[src/rtl/sonar_axis_recorder_if.sv]
// Stream bundle for sonar_axis_recorder: snooped AXI-Stream tap (mon_*)
// plus the 64-bit record stream it emits (rec_*).
// Ports (slave = recorder side):
//   mon_tdata/tkeep/tlast/tvalid/tready  in   snooped stream, never driven
//   rec_tdata/tvalid/tlast               out  record words
//   rec_tready                           in   downstream ready
interface sonar_axis_recorder_if #(
   parameter int DATA_WIDTH = 64
);
   logic [DATA_WIDTH-1:0]   mon_tdata;
   logic [DATA_WIDTH/8-1:0] mon_tkeep;
   logic                    mon_tlast;
   logic                    mon_tvalid;
   logic                    mon_tready;
   logic [63:0]             rec_tdata;
   logic                    rec_tvalid;
   logic                    rec_tready;
   logic                    rec_tlast;

   modport slave (
      input  mon_tdata,
      input  mon_tkeep,
      input  mon_tlast,
      input  mon_tvalid,
      input  mon_tready,
      output rec_tdata,
      output rec_tvalid,
      output rec_tlast,
      input  rec_tready
   );

   modport master (
      output mon_tdata,
      output mon_tkeep,
      output mon_tlast,
      output mon_tvalid,
      output mon_tready,
      input  rec_tdata,
      input  rec_tvalid,
      input  rec_tlast,
      output rec_tready
   );
endinterface

[src/rtl/sonar_axis_recorder.sv]
// Passive AXI-Stream recorder: each snooped handshake becomes a 4-word
// record (HDR, TS, DATA, SIDE) on a 64-bit stream, buffered by a FIFO.
// Ports:
//   ap_clk, ap_rst_n     clock, async active-low reset
//   enable               capture enable, sampled every cycle
//   bus (slave)          mon_* tap inputs, rec_* record stream
//   overflow             sticky, set when a beat is dropped
//   clear_overflow       sync clear of overflow and drop_count
//   drop_count           dropped beats, saturating
module sonar_axis_recorder #(
   parameter int         DATA_WIDTH = 64,
   parameter int         FIFO_DEPTH = 16,
   parameter int         TS_WIDTH   = 32,
   parameter logic [7:0] TYPE_CODE  = 8'h01
) (
   input  logic                  ap_clk,
   input  logic                  ap_rst_n,
   input  logic                  enable,
   sonar_axis_recorder_if.slave  bus,
   output logic                  overflow,
   input  logic                  clear_overflow,
   output logic [15:0]           drop_count
);
   localparam int KeepW  = DATA_WIDTH / 8;
   localparam int AddrW  = $clog2(FIFO_DEPTH);
   localparam int EntryW = TS_WIDTH + DATA_WIDTH + KeepW + 1;

   typedef enum logic [2:0] {
      IDLE,
      HDR,
      TS,
      DATA,
      SIDE
   } state_t;

   state_t state;

   logic [TS_WIDTH-1:0]   tsCount;
   logic [15:0]           seqNum;
   logic [EntryW-1:0]     mem [FIFO_DEPTH];
   logic [AddrW-1:0]      wrPtr;
   logic [AddrW-1:0]      rdPtr;
   logic [AddrW:0]        fill;
   logic [AddrW:0]        fillNext;

   logic [EntryW-1:0]     head;
   logic [TS_WIDTH-1:0]   headTs;
   logic [DATA_WIDTH-1:0] headData;
   logic [KeepW-1:0]      headKeep;
   logic                  headLast;

   logic beatSeen;
   logic fifoFull;
   logic fifoEmpty;
   logic pop;
   logic push;
   logic drop;

   assign beatSeen  = enable & bus.mon_tvalid & bus.mon_tready;
   assign fifoFull  = (fill == (AddrW+1)'(FIFO_DEPTH));
   assign fifoEmpty = (fill == '0);

   // The head entry leaves only when its SIDE word is accepted.
   assign pop  = (state == SIDE) & bus.rec_tvalid & bus.rec_tready;
   // A full FIFO still takes a beat when the head leaves that cycle.
   assign push = beatSeen & (~fifoFull | pop);
   assign drop = beatSeen & ~push;

   assign head = mem[rdPtr];
   assign {headTs, headData, headKeep, headLast} = head;

   always_comb begin
      fillNext = fill;
      unique case ({push, pop})
         2'b10:   fillNext = fill + (AddrW+1)'(1);
         2'b01:   fillNext = fill - (AddrW+1)'(1);
         default: fillNext = fill;
      endcase
   end

   always_ff @(posedge ap_clk) begin
      if (push) begin
         mem[wrPtr] <= {tsCount, bus.mon_tdata,
                        bus.mon_tkeep, bus.mon_tlast};
      end
   end

   always_ff @(posedge ap_clk or negedge ap_rst_n) begin
      if (!ap_rst_n) begin
         tsCount <= '0;
         wrPtr   <= '0;
         rdPtr   <= '0;
         fill    <= '0;
      end else begin
         tsCount <= tsCount + TS_WIDTH'(1);
         fill    <= fillNext;
         if (push) begin
            wrPtr <= wrPtr + AddrW'(1);
         end
         if (pop) begin
            rdPtr <= rdPtr + AddrW'(1);
         end
      end
   end

   always_ff @(posedge ap_clk or negedge ap_rst_n) begin
      if (!ap_rst_n) begin
         overflow   <= 1'b0;
         drop_count <= '0;
      end else if (clear_overflow) begin
         overflow   <= 1'b0;
         drop_count <= '0;
      end else if (drop) begin
         overflow <= 1'b1;
         if (drop_count != 16'hFFFF) begin
            drop_count <= drop_count + 16'd1;
         end
      end
   end

   // Words are loaded one state ahead so rec_* are plain registers
   // that hold still while the sink stalls.
   always_ff @(posedge ap_clk or negedge ap_rst_n) begin
      if (!ap_rst_n) begin
         state          <= IDLE;
         seqNum         <= '0;
         bus.rec_tvalid <= 1'b0;
         bus.rec_tdata  <= '0;
         bus.rec_tlast  <= 1'b0;
      end else begin
         unique case (state)
            IDLE: begin
               if (!fifoEmpty) begin
                  state          <= HDR;
                  bus.rec_tvalid <= 1'b1;
                  bus.rec_tdata  <= {TYPE_CODE, 8'd3,
                                     seqNum, 32'd0};
               end
            end
            HDR: begin
               if (bus.rec_tready) begin
                  state         <= TS;
                  bus.rec_tdata <= 64'(headTs);
               end
            end
            TS: begin
               if (bus.rec_tready) begin
                  state         <= DATA;
                  bus.rec_tdata <= 64'(headData);
               end
            end
            DATA: begin
               if (bus.rec_tready) begin
                  state         <= SIDE;
                  bus.rec_tdata <= {headLast, 63'(headKeep)};
                  bus.rec_tlast <= 1'b1;
               end
            end
            SIDE: begin
               if (bus.rec_tready) begin
                  seqNum        <= seqNum + 16'd1;
                  bus.rec_tlast <= 1'b0;
                  if (fillNext != '0) begin
                     state         <= HDR;
                     bus.rec_tdata <= {TYPE_CODE, 8'd3,
                                       seqNum + 16'd1, 32'd0};
                  end else begin
                     state          <= IDLE;
                     bus.rec_tvalid <= 1'b0;
                     bus.rec_tdata  <= '0;
                  end
               end
            end
            default: begin
               state          <= IDLE;
               bus.rec_tvalid <= 1'b0;
               bus.rec_tdata  <= '0;
               bus.rec_tlast  <= 1'b0;
            end
         endcase
      end
   end
endmodule

[src/flat_wrapper.sv]
// flat-port wrapper written by rule: the top's interface ports become plain ports
module sonar_axis_recorder_flat 
#(
   parameter int         DATA_WIDTH = 64,
   parameter int         FIFO_DEPTH = 16,
   parameter int         TS_WIDTH   = 32,
   parameter logic [7:0] TYPE_CODE  = 8'h01
)
  (ap_clk, ap_rst_n, enable, overflow, clear_overflow, drop_count, bus_mon_tdata, bus_mon_tkeep, bus_mon_tlast, bus_mon_tvalid, bus_mon_tready, bus_rec_tdata, bus_rec_tvalid, bus_rec_tlast, bus_rec_tready);
  sonar_axis_recorder_if #(.DATA_WIDTH(DATA_WIDTH)) bus_i ();
  input  logic ap_clk;
  input  logic ap_rst_n;
  input  logic enable;
  output logic overflow;
  input  logic clear_overflow;
  output logic [15:0] drop_count;
  input wire logic [$bits(bus_i.mon_tdata)-1:0] bus_mon_tdata;
  input wire logic [$bits(bus_i.mon_tkeep)-1:0] bus_mon_tkeep;
  input wire logic [$bits(bus_i.mon_tlast)-1:0] bus_mon_tlast;
  input wire logic [$bits(bus_i.mon_tvalid)-1:0] bus_mon_tvalid;
  input wire logic [$bits(bus_i.mon_tready)-1:0] bus_mon_tready;
  output wire logic [$bits(bus_i.rec_tdata)-1:0] bus_rec_tdata;
  output wire logic [$bits(bus_i.rec_tvalid)-1:0] bus_rec_tvalid;
  output wire logic [$bits(bus_i.rec_tlast)-1:0] bus_rec_tlast;
  input wire logic [$bits(bus_i.rec_tready)-1:0] bus_rec_tready;
  assign bus_i.mon_tdata = bus_mon_tdata;
  assign bus_i.mon_tkeep = bus_mon_tkeep;
  assign bus_i.mon_tlast = bus_mon_tlast;
  assign bus_i.mon_tvalid = bus_mon_tvalid;
  assign bus_i.mon_tready = bus_mon_tready;
  assign bus_rec_tdata = bus_i.rec_tdata;
  assign bus_rec_tvalid = bus_i.rec_tvalid;
  assign bus_rec_tlast = bus_i.rec_tlast;
  assign bus_i.rec_tready = bus_rec_tready;
  sonar_axis_recorder #(.DATA_WIDTH(DATA_WIDTH), .FIFO_DEPTH(FIFO_DEPTH), .TS_WIDTH(TS_WIDTH), .TYPE_CODE(TYPE_CODE)) u_core (.ap_clk(ap_clk), .ap_rst_n(ap_rst_n), .enable(enable), .bus(bus_i), .overflow(overflow), .clear_overflow(clear_overflow), .drop_count(drop_count));
endmodule
[config.mk]
export PLATFORM = sky130hd
export DESIGN_NAME = sonar_axis_recorder_flat
export DESIGN_NICKNAME = d
export VERILOG_FILES = /design/src/rtl/sonar_axis_recorder_if.sv /design/src/rtl/sonar_axis_recorder.sv /design/src/flat_wrapper.sv
export SDC_FILE = /design/constraint.sdc
export NUM_CORES = 2
export LEC_CHECK = 0
export CAP_MARGIN = 20
export CORE_MARGIN = 2
export CORE_UTILIZATION = 40
export DETAILED_ROUTE_END_ITERATION = 16
export GPL_ROUTABILITY_DRIVEN = 0
export PLACE_DENSITY_LB_ADDON = 0.05
export SYNTH_ARGS = -nofsm -noshare
export SYNTH_HDL_FRONTEND = slang
export SYNTH_SLANG_ARGS = --single-unit
[constraint.sdc]
create_clock -name ap_clk -period 9.8 [get_ports ap_clk]
set_clock_uncertainty 0.2 [all_clocks]
set_input_delay 1.47 -clock ap_clk [delete_from_list [all_inputs] [get_ports ap_clk]]
set_output_delay 1.47 -clock ap_clk [all_outputs]
set_load 0.03 [all_outputs]
==> summary by stage <==
Outcome
The flow ran to the end, and the final reports show no timing, DRC or antenna violations.

Worst setup path
The number of cells on the worst reg-to-reg path is 6. The reg2reg setup slack is about 4.8 ns. Of all nets on the critical path, the largest fanout is 47.

On the worst path, the slowest cell contributes a delay of approximately 0.89 ns. In this run the critical register-to-register path is captured at u_core.mem[8][28]. The slowest stage cell on the critical path is sky130_fd_sc_hd__buf_4. Traced cell by cell, the critical path runs through clkdlybuf4s50_1, and2_1, nand2_1, a31oi_1, nand2_1, nor2_4, buf_4. By startpoint and endpoint, the worst setup path is classified as primary input to register. Data on the critical path is required at its endpoint by about 10 ns. Data arrives at the worst endpoint at about 5.8 ns. STA classifies the critical path startpoint as a primary input.

In this run the critical register-to-register path is launched from u_core.state[2]. The endpoint of the worst setup timing path is u_core.mem[8][28]. The critical path startpoint is bus_rec_tready. The cell occurring most often along the worst timing path is sky130_fd_sc_hd__nand2_1. The worst setup path is captured at a register.

Power and ir drop
The proportion of power drawn by the clock network is 0.345. The power spent charging and discharging nets is around 5.6 mW. The relative contribution of combinational cells to total power is 0.216.

Overall power consumption after layout is estimated at a little over 20 mW. IR analysis of the VDD net gives a maximum drop of between 0.00015 and 0.0002 V. Dividing total power by cell area gives a power density of between 200 and 300 nW/µm². The internal power of the cells totals roughly 15 mW. The reported leakage power is 24.75 nW. Of the total power, registers draw 0.440.

The switching part of the total is 0.2727.

Logic synthesis
The number of warnings printed during yosys synthesis is 0. sky130_fd_sc_hd__edfxtp_1 takes more of the synthesized area than any other cell. The complex-gate fraction of the synthesized area is 0.01498.

The cell count after synthesis is 3075. Yosys instantiated no cell more often than sky130_fd_sc_hd__edfxtp_1. Sorting the synthesized cells by how often they occur yields sky130_fd_sc_hd__edfxtp_1 (1680), sky130_fd_sc_hd__mux4_2 (512), sky130_fd_sc_hd__dfrtp_1 (147).

The simple-gate share of the synthesized area is 0.02021. The synthesized flop and latch total is ~1800. The number of nets in the synthesized netlist is 3167. The share of the synthesized area in the top cell type is 0.7217. The main flop type after synthesis is sky130_fd_sc_hd__edfxtp_1. After synthesis, the largest family of logic cells by area is multiplexers.

The number of enable flip-flop cells after synthesis is ~1700. Counting distinct cell types in the post-synthesis netlist gives 58. Each instance of the synthesized netlist takes up on average approximately 23 µm². The post-synthesis sequential area ratio is 0.7743. Of the total synthesized cell area, the portion taken by full adders, half adders and majority gates is 0.002255. For this run, asynchronously set or reset flops after synthesis account for 0.08046.

Of the total synthesized cell area, the portion taken by XOR and XNOR cells is 0.01052. Of the post-synthesis cell area, the part taken by muxes is 0.1669. The mapped netlist covers between 60000 and 70000 µm².

After synthesis, the cell types taking the most area are sky130_fd_sc_hd__edfxtp_1 (72%), sky130_fd_sc_hd__mux4_2 (16%), sky130_fd_sc_hd__dfrtp_1 (5.3%).

Placement
The number of port buffers is between 150 and 200. The detailed placer's ending HPWL is about 89000 µm. The number of placed instances with taps included is between 5000 and 6000.

Timing
Setup repair after global routing left no endpoint under its margin. Adding up every negative setup slack in the final design gives 0 ns. The final number of hold-violating endpoints is 0. The count of final setup violators is 0. The normalized max-slew margin is 0.2574.

Counting I/O delays and the setup requirement, the final critical path takes 5.607 ns. The part of the cycle the worst path needs is 0.5721. The fmax is 0.1784 GHz. The number of max-slew violations in the final report was 0. For the pin with the worst max-slew slack, the measured transition is ~1.1 ns.

Floorplanning
The height of the die is roughly 420 µm. The top-level I/O count is between 150 and 200. The full die area is ~180000 µm². The placeable core region is about 170000 µm². The placement row count is ~150.

The effective utilization at floorplan is 0.4022. Measured along the x axis, the die boundary spans 422.0 µm.

Clocking
The number of buffers between clock root and the deepest sink is 3. TritonCTS built the clock tree. The CTS clock-pin slew for the worst setup and hold paths is around 0.06 ns. The number of levels in the clock H-tree is 4. Once the clock tree was built, the resizer swapped 0 gates to a different size. The source-to-sink clock delay at the later pin of the worst-skew pair is a little over 0.8 ns. The post-cts hold buffer count is 0. The post-CTS setup-driven buffer insertion count is 0. CTS placed an instance of sky130_fd_sc_hd__clkbuf_16 at the clock tree root.

The number of buffers inserted during clock tree synthesis is between 150 and 200. Counting every sink on the clock net gives around 1800.

Routing
The count of nets left with antenna violations once routing finished came out at 0. After detailed routing, the number of vias per cell comes to 5.560. After detailed routing, the average wire length per cell comes to between 20 and 30 µm. The number of DRC violations after detailed-routing iteration 0 is 2708. The number of design rule violations left after detail routing is 0. The iteration count of the initial detailed-routing pass is 5. The routed design has ~170000 µm of wire. The vias after detailed routing is 32323.

GRT
The overall fraction of global-route tracks in use is 0.1953. The via count of the first global-routing pass came to 34333. The overall overflow remaining after global route is 0.

The first global-routing pass estimated approximately 250000 µm of wire. The largest net degree at the start of global routing is between 100 and 150. The initial antenna violation count came to 8.

Run
Max-cap violations in this run came to 0.

Hold path
The min-delay analysis places its worst path in the category register to register. The worst min-delay path startpoint is u_core.bus.rec_tdata[61].

Layout
The ratio of cells with drive above 1 in the final layout is 0.2478. The post-synthesis to final-layout area growth is 15.33%. The net count of the finished layout is around 3400. The finished layout holds around 5800 standard cells, fillers aside.
## stage by stage
stage / setup slack, ns / utilization / hold WS [ns] / instance area, µm²
2_1_floorplan: 2.155 / - / 0.2845 / 69920
3_3_place_gp: 3.453 / 0.4283 / 0.2882 / 74450
3_5_place_dp: 3.305 / 0.4283 / 0.2935 / 74450
4_1_cts: 4.190 / 0.4638 / 0.3123 / 80620
5_1_grt: 3.968 / 0.4638 / 0.3364 / 80620
6_report: 4.193 / 0.4638 / 0.3110 / 80620
## final cells by class
class	instances	area, µm²
fillers	14393	93200
flip-flops and latches	1827	54140
multi-input cells	1078	15180
clock buffers	273	5375
well taps	2325	2909
repair buffers	213	2171
clock inverters	83	795.8
inverters	13	48.80
diodes	2	5.005
## kinds of logic (layout without fill, tap and decap cells)
family	count (synthesis)	after routing
flip-flops	1827	1827
multiplexers	525	525
other	0	2
AO/OA/AOI/OAI	145	145
AND/OR/NAND/NOR	312	312
adder cells (fa/ha/maj)	12	12
buffers and inverters	170	582
XOR/XNOR	84	84
## worst max-delay path: cells and delay by family
kind / cells / cell delay [ns]
AO/OA/AOI/OAI: 1 / 0.87
buffers and inverters: 2 / 1.67
AND/OR/NAND/NOR: 4 / 1.73
## routing by layer
metal | GRT usage | routed length [µm] | up-vias
li1 | - | - | 13479
met1 | 0.2655 | 74540 | 17825
met2 | 0.3296 | 87740 | 770
met3 | 0.02937 | 6421 | 249
met4 | 0.05310 | 4136 | 0
met5 | 0 | 0 | -
## sequential cells by signal, indices dropped and copies added, names as in the netlist
signal and cells:
u_core.bus.rec_tdata 64, u_core.rdPtr 4, u_core.tsCount 32, u_core.mem 1680
u_core.fill 5, u_core.bus.rec_tlast 1, u_core.wrPtr 4, u_core.seqNum 16
u_core.drop_count 16, u_core.state 3, u_core.bus.rec_tvalid 1, u_core.overflow 1
## power groups by stage
stage | combinational, mW | clock [mW] | sequential, mW
2_1_floorplan | 2.96 | 0 | 9.27
3_3_place_gp | 4.55 | 0 | 9.20
3_5_place_dp | 4.58 | 0 | 9.21
4_1_cts | 4.60 | 7.27 | 9.05
5_1_grt | 4.76 | 7.58 | 9.07
6_report | 4.44 | 7.09 | 9.05
## cells in the final DEF, fill, tap and decap left out, drive strengths merged, types with 12 or more instances in the layout
| master | n |
|---|---|
| inv | 19 |
| xor2 | 36 |
| bufinv | 12 |
| clkdlybuf4s50 | 161 |
| edfxtp | 1680 |
| dfrtp | 147 |
| nor2 | 60 |
| mux4 | 512 |
| o21ai | 13 |
| xnor2 | 48 |
| nand4 | 19 |
| clkbuf | 274 |
| a21oi | 28 |
| buf | 51 |
| a22oi | 36 |
| nor3 | 17 |
| nand3 | 37 |
| nand2 | 142 |
| clkinv | 61 |
| a22o | 26 |
## worst min path at each step
stage                                          end  slack, ns  cells after the start
after floorplan                  u_core.seqNum[15]       0.28                      1
after CTS                 u_core.bus.rec_tdata[59]       0.31                      1
after global placement    u_core.bus.rec_tdata[51]       0.29                      1
after global routing      u_core.bus.rec_tdata[53]       0.34                      1
after detailed placement  u_core.bus.rec_tdata[61]       0.29                      1
final                     u_core.bus.rec_tdata[61]       0.31                      1
Power figures use the tool's default switching activity.
